### config.mk
export PLATFORM = sky130hd
export DESIGN_NAME = uart_rx_os
export DESIGN_NICKNAME = d
export VERILOG_FILES = /design/src/rtl/uart_pkg.sv /design/src/rtl/uart_baud_tick.sv /design/src/rtl/uart_rx_os.sv
export SDC_FILE = /design/constraint.sdc
export NUM_CORES = 1
export LEC_CHECK = 0
export BUFFER_PORTS_ARGS = -buffer_cell sky130_fd_sc_hd__buf_2
export CAP_MARGIN = 20
export CORE_MARGIN = 2
export CORE_UTILIZATION = 58
export DETAILED_ROUTE_END_ITERATION = 8
export PLACE_DENSITY = 0.84
export SYNTH_ARGS = -nofsm -noshare
export SYNTH_HDL_FRONTEND = slang
export SYNTH_SLANG_ARGS = --single-unit
### constraint.sdc
create_clock -name clk -period 2.05 [get_ports clk]
set_input_delay 0.1025 -clock clk [delete_from_list [all_inputs] [get_ports clk]]
set_output_delay 0.1025 -clock clk [all_outputs]
set_load 0.01 [all_outputs]
### src/rtl/uart_pkg.sv
// Shared UART definitions: receiver state encoding, majority-sample ticks, divisor.
// State PARITY exists only when UART_RX_PARITY_EN is defined.
package uart_pkg;

    typedef enum logic [2:0] {
        IDLE,
        START,
        DATA,
`ifdef UART_RX_PARITY_EN
        PARITY,
`endif
        STOP,
        WAIT_IDLE
    } rx_state_t;

    // Each bit is decided by a 2-of-3 vote over these oversample ticks.
    localparam int unsigned SAMPLE_T0 = 7;
    localparam int unsigned SAMPLE_T1 = 8;
    localparam int unsigned SAMPLE_T2 = 9;

    function automatic int unsigned calc_divisor(input int unsigned sys_clk,
                                                 input int unsigned baud,
                                                 input int unsigned os);
        return sys_clk / (baud * os);
    endfunction

endpackage

### src/rtl/uart_baud_tick.sv
// Oversample tick generator: one-cycle tick every DIVISOR clocks, restartable via clear.
module uart_baud_tick #(
    parameter int unsigned DIVISOR = 27
) (
    input  logic clk,
    input  logic reset,
    input  logic clear,
    output logic tick
);

    localparam int unsigned CW = (DIVISOR > 1) ? $clog2(DIVISOR) : 1;

    logic [CW-1:0] cnt;

    always_ff @(posedge clk) begin
        if (reset || clear)
            cnt <= '0;
        else if (cnt == CW'(DIVISOR - 1))
            cnt <= '0;
        else
            cnt <= cnt + CW'(1);
    end

    assign tick = (cnt == CW'(DIVISOR - 1));

endmodule

### src/rtl/uart_rx_os.sv
// Oversampling UART receiver with 2-of-3 majority voting and valid/ready output.
// Define UART_RX_PARITY_EN to expect one even-parity bit after the data bits.
module uart_rx_os
    import uart_pkg::*;
#(
    parameter int unsigned DATA_WIDTH = 8,
    parameter int unsigned SYSTEM_CLK = 50_000_000,
    parameter int unsigned BAUD_RATE  = 115_200,
    parameter int unsigned OVERSAMPLE = 16
) (
    input  logic                  clk,
    input  logic                  reset,
    input  logic                  rx_pin,
    output logic [DATA_WIDTH-1:0] rx_data,
    output logic                  rx_valid,
    input  logic                  rx_ready,
    output logic                  frame_err,
    output logic                  overrun,
    output logic                  parity_err
);

    localparam int unsigned DIVISOR  = calc_divisor(SYSTEM_CLK, BAUD_RATE, OVERSAMPLE);
    localparam int unsigned BIT_CLKS = DIVISOR * OVERSAMPLE;
    localparam int unsigned TW = (OVERSAMPLE > 1) ? $clog2(OVERSAMPLE) : 1;
    localparam int unsigned BW = $clog2(DATA_WIDTH + 1);
    localparam int unsigned IW = $clog2(BIT_CLKS + 1);

    rx_state_t state, state_next;

    logic                  sync1, sync2, sync_d;
    logic                  fell;
    logic                  tick;
    logic [TW-1:0]         tick_cnt;
    logic                  s7, s8;
    logic                  vote, vote_tick;
    logic [BW-1:0]         bit_cnt;
    logic [IW-1:0]         idle_cnt;
    logic [DATA_WIDTH-1:0] shift_reg;
    logic                  deliver;
    logic                  restart, shift_en, stop_ok, stop_bad;
`ifdef UART_RX_PARITY_EN
    logic                  par_cap, par_bit, parity_err_q;
`endif

    uart_baud_tick #(.DIVISOR(DIVISOR)) u_tick (
        .clk   (clk),
        .reset (reset),
        .clear (restart),
        .tick  (tick)
    );

    assign fell      = sync_d & ~sync2;
    assign vote_tick = tick && (tick_cnt == TW'(SAMPLE_T2));
    assign vote      = (s7 & s8) | (s7 & sync2) | (s8 & sync2);

    always_ff @(posedge clk) begin
        if (reset)
            state <= IDLE;
        else
            state <= state_next;
    end

    // Transitions happen at the vote tick; the tick counter keeps running so the
    // next bit's vote lands exactly one bit time later.
    always_comb begin
        state_next = state;
        restart    = 1'b0;
        shift_en   = 1'b0;
        stop_ok    = 1'b0;
        stop_bad   = 1'b0;
`ifdef UART_RX_PARITY_EN
        par_cap    = 1'b0;
`endif
        case (state)
            IDLE: begin
                if (fell) begin
                    restart    = 1'b1;
                    state_next = START;
                end
            end
            START: begin
                if (vote_tick)
                    state_next = vote ? IDLE : DATA;
            end
            DATA: begin
                if (vote_tick) begin
                    shift_en = 1'b1;
                    if (bit_cnt == BW'(DATA_WIDTH - 1)) begin
`ifdef UART_RX_PARITY_EN
                        state_next = PARITY;
`else
                        state_next = STOP;
`endif
                    end
                end
            end
`ifdef UART_RX_PARITY_EN
            PARITY: begin
                if (vote_tick) begin
                    par_cap    = 1'b1;
                    state_next = STOP;
                end
            end
`endif
            STOP: begin
                if (vote_tick) begin
                    if (vote) begin
                        stop_ok    = 1'b1;
                        state_next = IDLE;
                    end else begin
                        stop_bad   = 1'b1;
                        state_next = WAIT_IDLE;
                    end
                end
            end
            WAIT_IDLE: begin
                if (sync2 && idle_cnt == IW'(BIT_CLKS - 1))
                    state_next = IDLE;
            end
            default: state_next = IDLE;
        endcase
    end

    always_ff @(posedge clk) begin
        if (reset) begin
            sync1     <= 1'b1;
            sync2     <= 1'b1;
            sync_d    <= 1'b1;
            tick_cnt  <= '0;
            s7        <= 1'b0;
            s8        <= 1'b0;
            bit_cnt   <= '0;
            idle_cnt  <= '0;
            shift_reg <= '0;
            deliver   <= 1'b0;
            rx_data   <= '0;
            rx_valid  <= 1'b0;
            frame_err <= 1'b0;
            overrun   <= 1'b0;
        end else begin
            sync1  <= rx_pin;
            sync2  <= sync1;
            sync_d <= sync2;

            if (restart)
                tick_cnt <= '0;
            else if (tick)
                tick_cnt <= (tick_cnt == TW'(OVERSAMPLE - 1)) ? '0 : tick_cnt + TW'(1);

            if (tick && tick_cnt == TW'(SAMPLE_T0)) s7 <= sync2;
            if (tick && tick_cnt == TW'(SAMPLE_T1)) s8 <= sync2;

            if (restart)
                bit_cnt <= '0;
            else if (shift_en)
                bit_cnt <= bit_cnt + BW'(1);

            if (shift_en)
                shift_reg <= {vote, shift_reg[DATA_WIDTH-1:1]};

            // Break handling: the line must stay high for a whole bit time.
            if (state == WAIT_IDLE && sync2)
                idle_cnt <= idle_cnt + IW'(1);
            else
                idle_cnt <= '0;

            deliver   <= stop_ok;
            frame_err <= stop_bad;
            overrun   <= 1'b0;

            if (deliver) begin
                if (!rx_valid || rx_ready) begin
                    rx_data  <= shift_reg;
                    rx_valid <= 1'b1;
                end else begin
                    overrun  <= 1'b1;
                end
            end else if (rx_valid && rx_ready) begin
                rx_valid <= 1'b0;
            end
        end
    end

`ifdef UART_RX_PARITY_EN
    always_ff @(posedge clk) begin
        if (reset) begin
            par_bit      <= 1'b0;
            parity_err_q <= 1'b0;
        end else begin
            if (par_cap)
                par_bit <= vote;
            parity_err_q <= deliver && ((^shift_reg) ^ par_bit);
        end
    end

    assign parity_err = parity_err_q;
`else
    assign parity_err = 1'b0;
`endif

endmodule

# Yosys cells after proc, flatten, opt, wreduce, memory -nomap -nowiden
# Cells that the tools add are included.
[word_totals] ff_bits=50 latchBits=0 mem_bits_rw=0 mem_bits_ro=0 inputBits=4 out_inout_bits=12 word_cells=88 memories=0
[classes] add_sub_neg=4 n_mul=0 div=0 order_cmp=0 n_eq_ne=18 shifts=0 mux=20 n_bitwise=11 reduce_logical=19
[ops] op="3-bit 2-to-1 mux" count=7
[ops] op="3-bit one-hot mux with 5 select lines" count=1
[ops] op="4-bit equality test (second input constant)" count=3
[ops] op="2-bit != test (second input constant)" count=6
[ops] op="1-bit 2-to-1 mux" count=10
[ops] op="9-bit by 1-bit adder with 9-bit output (second input constant)" count=1
[ops] op="9-bit equality test (second input constant)" count=1
[ops] op="4-bit by 1-bit adder with 4-bit output (second input constant)" count=2
[ops] op="4-bit by 3-bit equality test with 1-bit output (second input constant)" count=2
[ops] op="2-bit OR reduction" count=4
[ops] op="3-bit by 2-bit equality test with 1-bit output (second input constant)" count=2
[ops] op="1-bit logical AND" count=6
[ops] op="6-bit AND reduction" count=1
[ops] op="5-bit by 1-bit adder with 5-bit output (second input constant)" count=1
[ops] op="5-bit equality test (second input constant)" count=1
[ops] op="1-bit inverter" count=5
[ops] op="1-bit bitwise AND" count=4
[ops] op="4-bit 2-to-1 mux" count=1
[ops] op="2-bit AND reduction" count=2
[ops] op="3-bit by 1-bit equality test with 1-bit output (second input constant)" count=1
[ops] op="3-bit equality test (second input constant)" count=1
[ops] op="3-bit zero test" count=1
[ops] op="3-bit OR reduction" count=1
[ops] op="1-bit logical OR" count=2
[ops] op="other kinds (5)" count=6

# Depth between registers and ports, before layout
[depth] word_depth=6 mapped_depth=7 ltp_nobuf=6

# By module
# A second synthesis with hierarchy kept.
[hier_totals] cells_unflattened=207 area_unflattened_um2=2033.2
[by_module_without_submodules] module="uart_rx_os" instances=1 cells_per_inst=187 area_per_inst_um2=1828.0 seq_area_each_um2=900.9
[by_module_without_submodules] module="uart_baud_tick" instances=1 cells_per_inst=20 area_per_inst_um2=205.2 seq_area_each_um2=100.1

# Worst setup path after synthesis
# Ideal clock, no wire load.
[synth_timing] kind="register to register" from="reg u_tick.cnt[0]" to="reg bit_cnt[3]" setup_ns=0.130 arrival_time_ns=1.590 setup_slack_ns=0.330 path_stages_with_launch=8 path_buffers=1 synth_period_minus_slack_ns=1.720 path_cell_list="dfxtp_1 > inv_1 > ha_1 > nand4b_1 > or3_4 > buf_2 > o21ai_0 > a21oi_1"
[synth_via] elab_chain_cells=4
[synth_rtl] element="start: declaration" line_no="uart_baud_tick.sv:13" rtl="logic [CW-1:0] cnt;"
[synth_rtl] element="start signal: assignment" line_no="uart_baud_tick.sv:21" rtl="cnt <= cnt + CW'(1);"
[synth_rtl] element="5-bit equality test" line_no="uart_baud_tick.sv:24" rtl="assign tick = (cnt == CW'(DIVISOR - 1));"
[synth_rtl] element="1-bit logical AND" line_no="uart_rx_os.sv:53" rtl="assign vote_tick = tick && (tick_cnt == TW'(SAMPLE_T2));"
[synth_rtl] element="1-bit 2-to-1 mux" line_no="uart_rx_os.sv:86" rtl="if (vote_tick) begin"
[synth_rtl] element="1-bit 2-to-1 mux" line_no="uart_rx_os.sv:74" rtl="case (state)"
[synth_rtl] element="end signal: assignment" line_no="uart_rx_os.sv:156" rtl="bit_cnt <= bit_cnt + BW'(1);"
[synth_rtl] element="end: declaration" line_no="uart_rx_os.sv:36" rtl="logic [BW-1:0] bit_cnt;"
# No other way between the ends.
# A chain may end at the register's enable or synchronous reset.

# Final worst setup path
[layout_timing] from="reg state[1]" to="reg bit_cnt[2]"
[layout_via] elab_chain_cells=3 elab_cells_between_ends=5
[layout_rtl] element="start: declaration" line_no="uart_rx_os.sv:28" rtl="rx_state_t state, state_next;"
[layout_rtl] element="start signal: assignment" line_no="uart_rx_os.sv:60" rtl="state <= state_next;"
[layout_rtl] element="3-bit zero test" line_no="uart_rx_os.sv:74"
[layout_rtl] element="1-bit 2-to-1 mux" line_no="uart_rx_os.sv:74"
[layout_rtl] element="2-bit OR reduction (no line)"
# Parallel ways exist; a longest one is shown, timed or not.

==> summary.txt <==
Run status
  – Outcome: complete, no violations

Route
  – Via count: 1571
  – Final WL: 3680 um
  – DR vias/cell: 5.42
  – DRT iter0 DRCs: 103
  – Post-DRT Antenna Nets: 0
  – First-pass DRT Iterations: 4
  – DR WL/cell: 12.7 um
  – DRC violations left: 0

Pwr
  – Leakage: 0.914 nW
  – Sw Share: 0.243
  – Sw Pwr: 0.423 mW
  – Comb power frac: 0.086
  – Max VDD drop: 0.481 mV
  – Pwr dens: 770 nW/um^2
  – Clock power share: 0.323
  – Seq pwr share: 0.591
  – Overall power: 1.74 mW
  – Internal Power: 1.31 mW

Final layout
  – Max reg flops: 9
  – Most common cell after layout, fill and taps aside: dfxtp_1
  – Syn-to-layout area delta: 10.5%
  – Layout cells sized above 1: 0.131
  – Ant. Diodes: 0
  – Fill cell count: 280
  – Most used cells in the layout excluding fill and tap cells: dfxtp_1, nor2_1, nand2_1
  – # nets final: 254

Critical path
  – Worst Path Required: 2.34 ns
  – Worst reg2reg path depth: 4
  – Worst Setup Start Kind: flop
  – Critical Path AT: 2.11 ns
  – Worst path max stage delay: 0.45 ns
  – CP Cell Sequence: or3b_4 > or3_4 > or3_1 > a21oi_1
  – Setup Crit Path Kind: flop to flop
  – Buf/Inv on CP: 0
  – CP endpoint kind: flop
  – Largest delay contributor family on the critical path: simple AND/OR/NAND/NOR gates
  – CP max-delay cell: dfxtp_1
  – Critical Path Fanout Max: 13
  – Critical path depth: 4

Clock tree
  – Setup bufs post-CTS: 0
  – Number of CTS-inserted buffers: 5
  – Worst-case clock buffer depth: 2
  – CTS resizes: 0
  – Clk pin slew, worst setup/hold paths: 0.15 ns
  – Root buffer cell: clkbuf_4
  – H-tree Lvls: 2
  – Clk_lat worst skew: 0.36 ns
  – Clk sinks: 50
  – # hold bufs at CTS: 2
  – CTS tree: yes

Synth
  – Ys flop type: dfxtp_1
  – Mapped Cells: 225
  – EDFF count, synth: 0
  – Post-synthesis cell area: 2040 um^2
  – Syn Area/Cell: 9.08 um^2
  – Post-Syn Nets: 236
  – Yosys warnings: 0
  – Yosys reg bits: 50
  – Synth unique cells: 41
  – Fraction of registers with async set/reset: 0
  – Post-synthesis sequential area ratio: 0.490

Placed design
  – Port Buffer Count: 14
  – Post-DP HPWL: 2570 um
  – Pre-CTS WS: 0.275 ns
  – Routability cong.: 0.765

STA
  – Final worst-path cycle share: 0.888
  – Final worst path period need: 1.82 ns
  – Unrepaired setup endpoints after global routing: false
  – WHS: 0.171 ns
  – Post-Route Setup TNS: 0 ns
  – Max-slew violation count: 0
  – Peak Freq: 549 MHz
  – Final Setup Violations: 0
  – Final Skew: 0.0159 ns
  – Final Hold Violating Endpoints: 0
  – Final WS setup: 0.229 ns

Global routing
  – Initial antenna violation count: 0
  – Gr usage total: 0.198
  – Largest net degree at the start of global routing: 30
  – First-pass GRT wire length: 6300 um
  – Total grt overflow: 0
  – Vias in the first global route: 1467

Die
  – Die Span X: 63.3 um
  – FP Rows: 21
  – Initial Util: 0.607
  – DIE HEIGHT: 63.3 um
  – Top Ports: 16
  – Die area: 4010 um^2
  – Core Area: 3360 um^2

Job
  – Maxcap violations: 0

Hold path
  – Hold Crit Depth: 2
  – Min-delay worst type: input port to flop
-- routing by layer --
layer,share of wire,track usage
met5,0,0
met2,0.50,0.355
met4,0.0060,0.0489
met3,0.038,0.0589
met1,0.46,0.229
-- worst paths after layout --
path / start / end / slack [ns]
max reg2reg: state[1]$_SDFFE_PP0P_ / bit_cnt[2]$_SDFFE_PP0P_ / 0.23
min reg2reg: sync1$_SDFF_PP1_ / sync2$_SDFF_PP1_ / 0.45
min: reset / rx_data[2]$_SDFFE_PP0P_ / 0.17
max: state[1]$_SDFFE_PP0P_ / bit_cnt[2]$_SDFFE_PP0P_ / 0.23
-- stage by stage --
step	util	area, um^2	instances
2_1_floorplan	-	2040	225
3_3_place_gp	0.640	2150	280
3_5_place_dp	0.640	2150	280
4_1_cts	0.671	2260	290
5_1_grt	0.671	2260	290
6_report	0.671	2260	290
-- logic make-up (layout without fill, tap and decap cells) --
family,Yosys count,in the layout,synth area share
buffers and inverters,16,35,0.0355
XOR/XNOR,10,10,0.0429
flip-flops,50,50,0.490
adder cells (fa/ha/maj),8,8,0.0478
AND/OR/NAND/NOR,98,98,0.244
other,1,1,0.00184
AO/OA/AOI/OAI,32,32,0.0888
multiplexers,10,10,0.0490
-- power groups by stage --
stage	clock, mW	combinational (mW)	sequential [mW]
after global routing	0.613	0.163	1.03
after CTS	0.573	0.147	1.03
final	0.562	0.149	1.03
after floorplan	0	0.117	1.04
after global placement	0	0.138	1.04
after detailed placement	0	0.142	1.05
-- worst register-to-register path, delay by kind of cell (launching register included) --
family,cells,cell delay (ns)
AND/OR/NAND/NOR,3,1.15
flip-flops,1,0.45
AO/OA/AOI/OAI,1,0.15
-- cell type report --
class	instances	area, um^2	area share
clock inverters	3	45.0	0.0200
multi-input cells	159	968	0.429
clock buffers	5	37.5	0.0166
well taps	46	57.6	0.0255
flip-flops and latches	50	1000	0.444
inverters	7	26.3	0.0116
repair buffers	20	120	0.0532
-- synth_stat cells (2+ instances only) --
cell      count  share of area
o21ai_0       6          0.015
or2_2         3         0.0092
dfxtp_1      50           0.49
mux2i_1      10          0.049
inv_1         7          0.013
and4b_1       2         0.0098
a21oi_1      17          0.042
ha_1          7          0.043
xnor2_1       5          0.021
and3_1        2         0.0061
nor2_1       34          0.062
a311oi_1      2         0.0086
nor4_1        2         0.0061
nand3_1       7          0.017
nand4b_1      3          0.013
nand4_1       2         0.0061
or3_1         4          0.012
a31oi_1       2         0.0061
nand3b_1      3          0.011
a21o_1        2         0.0074
xor2_1        5          0.021
clkbuf_1      6          0.011
nand2_1      26          0.048
Power figures use the tool's default switching activity.
